### src/rtl/shift_tx_scheduler.sv
// rtl/shift_tx_scheduler.sv - two-requester round-robin scheduler for a shared parallel-load shift register
//
// Purpose: arbitrates between two parallel words, loads the winner into an
// external LSB-first shift register and paces the serial output at DIV
// clocks per bit, then pulses done with the served requester's id.
//
// Ports:
//   CLK      - system clock, rising edge
//   reset    - asynchronous active-high reset
//   req[1:0] - per-requester word-available flags, held until ack
//   data0/1  - requester words, sampled in the ack cycle
//   pause    - freezes bit timing while shifting
//   ack[1:0] - one-cycle accept pulse per requester
//   sr_par   - registered word for the shift register's parallel input
//   sr_load  - shift register parallel-load strobe
//   sr_en    - shift register enable
//   frame    - sout carries a valid data bit
//   busy     - scheduler not idle
//   done     - one-cycle completion pulse
//   done_id  - requester served, valid with done
`timescale 1ns/1ps
module shift_tx_scheduler #(
    parameter int N   = 8,
    parameter int DIV = 4
) (
    input  logic         CLK,
    input  logic         reset,
    input  logic [1:0]   req,
    input  logic [N-1:0] data0,
    input  logic [N-1:0] data1,
    input  logic         pause,
    output logic [1:0]   ack,
    output logic [N-1:0] sr_par,
    output logic         sr_load,
    output logic         sr_en,
    output logic         frame,
    output logic         busy,
    output logic         done,
    output logic         done_id
);

    localparam int BW = $clog2(N);
    localparam int DW = (DIV > 1) ? $clog2(DIV) : 1;
    localparam logic [BW-1:0] N_LAST   = BW'(N - 1);
    localparam logic [DW-1:0] DIV_LAST = DW'(DIV - 1);

    typedef enum logic [1:0] {
        IDLE  = 2'd0,
        LOAD  = 2'd1,
        SHIFT = 2'd2,
        DONE  = 2'd3
    } state_t;

    state_t        state_q, state_d;
    logic [N-1:0]  sr_par_q, sr_par_d;
    logic          done_id_q, done_id_d;
    logic          last_grant_q, last_grant_d;
    logic [BW-1:0] bit_cnt_q, bit_cnt_d;
    logic [DW-1:0] div_cnt_q, div_cnt_d;
    logic          grant;

    always_ff @(posedge CLK or posedge reset) begin
        if (reset) begin
            state_q      <= IDLE;
            sr_par_q     <= '0;
            done_id_q    <= 1'b0;
            last_grant_q <= 1'b1;
            bit_cnt_q    <= '0;
            div_cnt_q    <= '0;
        end else begin
            state_q      <= state_d;
            sr_par_q     <= sr_par_d;
            done_id_q    <= done_id_d;
            last_grant_q <= last_grant_d;
            bit_cnt_q    <= bit_cnt_d;
            div_cnt_q    <= div_cnt_d;
        end
    end

    always_comb begin
        state_d      = state_q;
        sr_par_d     = sr_par_q;
        done_id_d    = done_id_q;
        last_grant_d = last_grant_q;
        bit_cnt_d    = bit_cnt_q;
        div_cnt_d    = div_cnt_q;
        grant        = 1'b0;
        ack          = 2'b00;
        sr_load      = 1'b0;
        sr_en        = 1'b0;
        frame        = 1'b0;
        done         = 1'b0;
        busy         = (state_q != IDLE);

        case (state_q)
            IDLE: begin
                // ack is gated by reset so every output reads 0 while reset is held
                if ((req != 2'b00) && !reset) begin
                    // contested: the requester not served last time wins
                    grant        = (req == 2'b11) ? ~last_grant_q : req[1];
                    ack          = grant ? 2'b10 : 2'b01;
                    sr_par_d     = grant ? data1 : data0;
                    done_id_d    = grant;
                    last_grant_d = grant;
                    state_d      = LOAD;
                end
            end
            LOAD: begin
                sr_load   = 1'b1;
                sr_en     = 1'b1;
                bit_cnt_d = '0;
                div_cnt_d = '0;
                state_d   = SHIFT;
            end
            SHIFT: begin
                frame = 1'b1;
                if (!pause) begin
                    if (div_cnt_q == DIV_LAST) begin
                        div_cnt_d = '0;
                        // last bit is not shifted out; its hold time ends the frame
                        if (bit_cnt_q == N_LAST) begin
                            state_d = DONE;
                        end else begin
                            sr_en     = 1'b1;
                            bit_cnt_d = bit_cnt_q + BW'(1);
                        end
                    end else begin
                        div_cnt_d = div_cnt_q + DW'(1);
                    end
                end
            end
            DONE: begin
                done    = 1'b1;
                state_d = IDLE;
            end
            default: state_d = IDLE;
        endcase
    end

    assign sr_par  = sr_par_q;
    assign done_id = done_id_q;

endmodule

### config.mk
export PLATFORM = sky130hd
export DESIGN_NAME = shift_tx_scheduler
export DESIGN_NICKNAME = d
export VERILOG_FILES = /design/src/rtl/shift_tx_scheduler.sv
export SDC_FILE = /design/constraint.sdc
export NUM_CORES = 1
export LEC_CHECK = 0
export ABC_AREA = 1
export BUFFER_PORTS_ARGS = -buffer_cell sky130_fd_sc_hd__buf_2
export CORE_MARGIN = 3
export CORE_UTILIZATION = 43
export CTS_CLUSTER_DIAMETER = 60
export DETAILED_ROUTE_END_ITERATION = 10
export GPL_ROUTABILITY_DRIVEN = 1
export PLACE_DENSITY = 0.75
export SLEW_MARGIN = 40
export SYNTH_ARGS = -nofsm -noshare
export SYNTH_HDL_FRONTEND = slang
export SYNTH_SLANG_ARGS = --single-unit
### constraint.sdc
create_clock -name CLK -period 1.45 [get_ports CLK]
set_input_delay 0.2175 -clock CLK [delete_from_list [all_inputs] [get_ports CLK]]
set_output_delay 0.2175 -clock CLK [all_outputs]
set_load 0.02 [all_outputs]
==> flow_summary.toml <==
[outcome]
status = "finished with violations"
violations = "setup timing"

[sta]
slew_violations = 0
post-route-period-util = 1.19
worst_slew_pin_slew_ns = 0.303
tns_ns = -0.747
finalHoldViolCount = 0
period_needed_ns = 1.73
rsz0062_at_grt = "true"
timing.slew.headroom = 0.798
clock_skew_ns = 0.00253
fmax_ghz = 0.580
setup_ws_ns = -0.275
setup_viol = 7

[worst_hold_path]
holdPathStages = 5
hp-start = "data1[5]"
hold_path_class = "in -> reg"
hold_path_end = "sr_par[5]$_DFFE_PP0P_"

[setup_path]
crit_arrival_ns = 1.51
path_class = "reg -> out"
startpoint = "bit_cnt_q[1]$_DFFE_PP0P_"
r2r_slack_ns = -0.05
path_max_fanout = 2
worst_ep_required_time_ns = 1.23
reg2reg_depth = 8
r2r-end = "bit_cnt_q[0]$_DFFE_PP0P_"
worstSetupStartpointType = "flop"
reg2reg_from = "bit_cnt_q[1]$_DFFE_PP0P_"
end_kind = "output pin"

[route]
first_iter_violations = 23
via_per_inst = 4.78
vias = 1003
firstDrtPassIters = 4
wirelength_mm = 2.51
drc = 0
antenna_left = 0
routedWlPerCell_um = 12.0

[placed_design]
dp_slack_ns = -0.0709
place.port_buffers = 36
dp_hpwl_mm = 1.90
gp_congestion = 0.795

[layout]
nFillCells = 168
n_antenna_cell = 0
post-route-util = 0.708
area_growth_pct = 51.0
multiInputGateArea_um2 = 567
ff_latch_area_um2 = 428
final_nets = 212
drive_gt1_frac = 0.443

[grt]
grt_pass1_wl_mm = 4.18
antenna_found_initial = 0
overflow = 0
grt_max_degree = 18
grt_usage = 0.207
grt_pass1_vias = 983

[clocking]
cts_buffers = 3
clk_pin_slew_ns = 0.09
clk_latency_ns = 0.30
clock-root-buffer = "clkbuf_4"
cts.path.max_buffers = 2
htreeDepth = 1
cts_tree = "yes"
cts.sinks = 17

[logic_synthesis]
avgSynthCellArea_um2 = 7.42
yosysWarnings = 0
ys_ff_latch = 17
synthSimpleGateAreaFrac = 0.363
synth_most_common_cell = "nand2_1"
seq_area_frac_synth = 0.446
synthFlopType = "dfrtp_1"
synth_nets = 157
synth_top_family_by_area = "simple AND/OR/NAND/NOR gates"
async_flop_share = 1.00
netlist_top_cells_count = "68 x nand2_1, 16 x dfrtp_1, 9 x inv_1"
synth_compound_area_frac = 0.0405
synth_edf_count = 0
synth_top_area_cell = "dfrtp_1"
synth-xor-area-share = 0
ys_types = 15
synth_adder_area_share = 0.0915
synthesis.area_um2 = 957
synthMuxAreaShare = 0
syn_inst = 129
synthTopCellsByArea = "dfrtp_1 42%, nand2_1 27%, ha_1 9.2%"
yosysTopAreaCellShare = 0.418

[floorplanning]
initial_utilization = 0.469
fp.dieH_um = 53.2
rows = 16
core_area_um2 = 2040
io_pins = 37
die_w_um = 53.2
fp.dieArea_um2 = 2830

[pwr]
power_uw = 2780
p_leak_uw = 0.000810
vdd_drop_max_mv = 1.27
powerDensity_nw_per_um2 = 1920

[run]
cap_violations = 0
cells by family after synthesis:
logic type / Yosys count
buf+inv: 13
fa+ha+maj: 7
simple gates: 85
compound gates: 7
flops: 17
critical path, stage by stage, from the launching register on:
cell	delay [ns]
dfrtp_1	0.41
ha_2	0.20
ha_4	0.16
nor2_4	0.11
nand2_2	0.08
a21oi_4	0.13
buf_6	0.13
how the worst max path moves through the flow:
stage | to | slack [ns] | depth (start not counted)
after detailed placement | sr_en | -0.07 | 6
after global placement | sr_en | -0.02 | 6
final | sr_en | -0.28 | 6
after floorplan | sr_en | -0.007 | 5
after CTS | sr_en | -0.29 | 6
after global routing | sr_en | -0.34 | 6
metal layers:
layer  GRT usage  part of all wire  vias up
li1            -                 -      508
met1       0.236              0.40      460
met2       0.357              0.55       31
met3      0.0648             0.045        4
met4      0.0766            0.0088        0
met5           0                 0        -
area by class of cell:
class                      instances  share of cell area
clock buffer                       4              0.0182
timing repair buffer              51               0.233
multi-input combinational         99               0.392
inverter                          12              0.0372
sequential                        17               0.296
tap                               27              0.0234
power breakdown:
| part | internal (µW) | leakage [µW] | switching (µW) |
|---|---|---|---|
| combinational | 731 | 0.000580 | 1000 |
| sequential | 668 | 0.000215 | 120 |
| clock | 107 | 0.0000150 | 150 |
sequential cells by signal, indices dropped and copies added (netlist names):
register      flops
bit_cnt_q         3
div_cnt_q         2
done_id           1
last_grant_q      1
sr_par            8
state_q           2
stage by stage:
| step | instances | hold WS, ns | instance area [µm²] |
|---|---|---|---|
| finish | 210 | 0.198 | 1450 |
| global route | 210 | 0.217 | 1450 |
| CTS | 209 | 0.191 | 1400 |
| detailed placement | 200 | 0.310 | 1280 |
| global placement | 200 | 0.300 | 1280 |
| floorplan | 129 | 0.0586 | 1010 |
repair_timing:
action / CTS / global route
setup endpoints to repair: 7 / 21
endpoints found under the hold margin: 16 / 0
gates resized for setup: 17 / 13
setup buffers: 4 / 2
hold buffers: 1 / 0
pin swaps: 3 / 2
placed cells by master (no fill, tap or decap), drive strengths merged:
| master | count |
|---|---|
| o21ai | 2 |
| nand3 | 7 |
| buf | 50 |
| or2 | 1 |
| ha | 7 |
| a21oi | 5 |
| dfstp | 1 |
| nand2 | 69 |
| clkbuf | 4 |
| clkinvlp | 1 |
| nor2 | 8 |
| dlygate4sd3 | 1 |
| dfrtp | 16 |
| inv | 11 |
(Power assumes the default switching activity.)
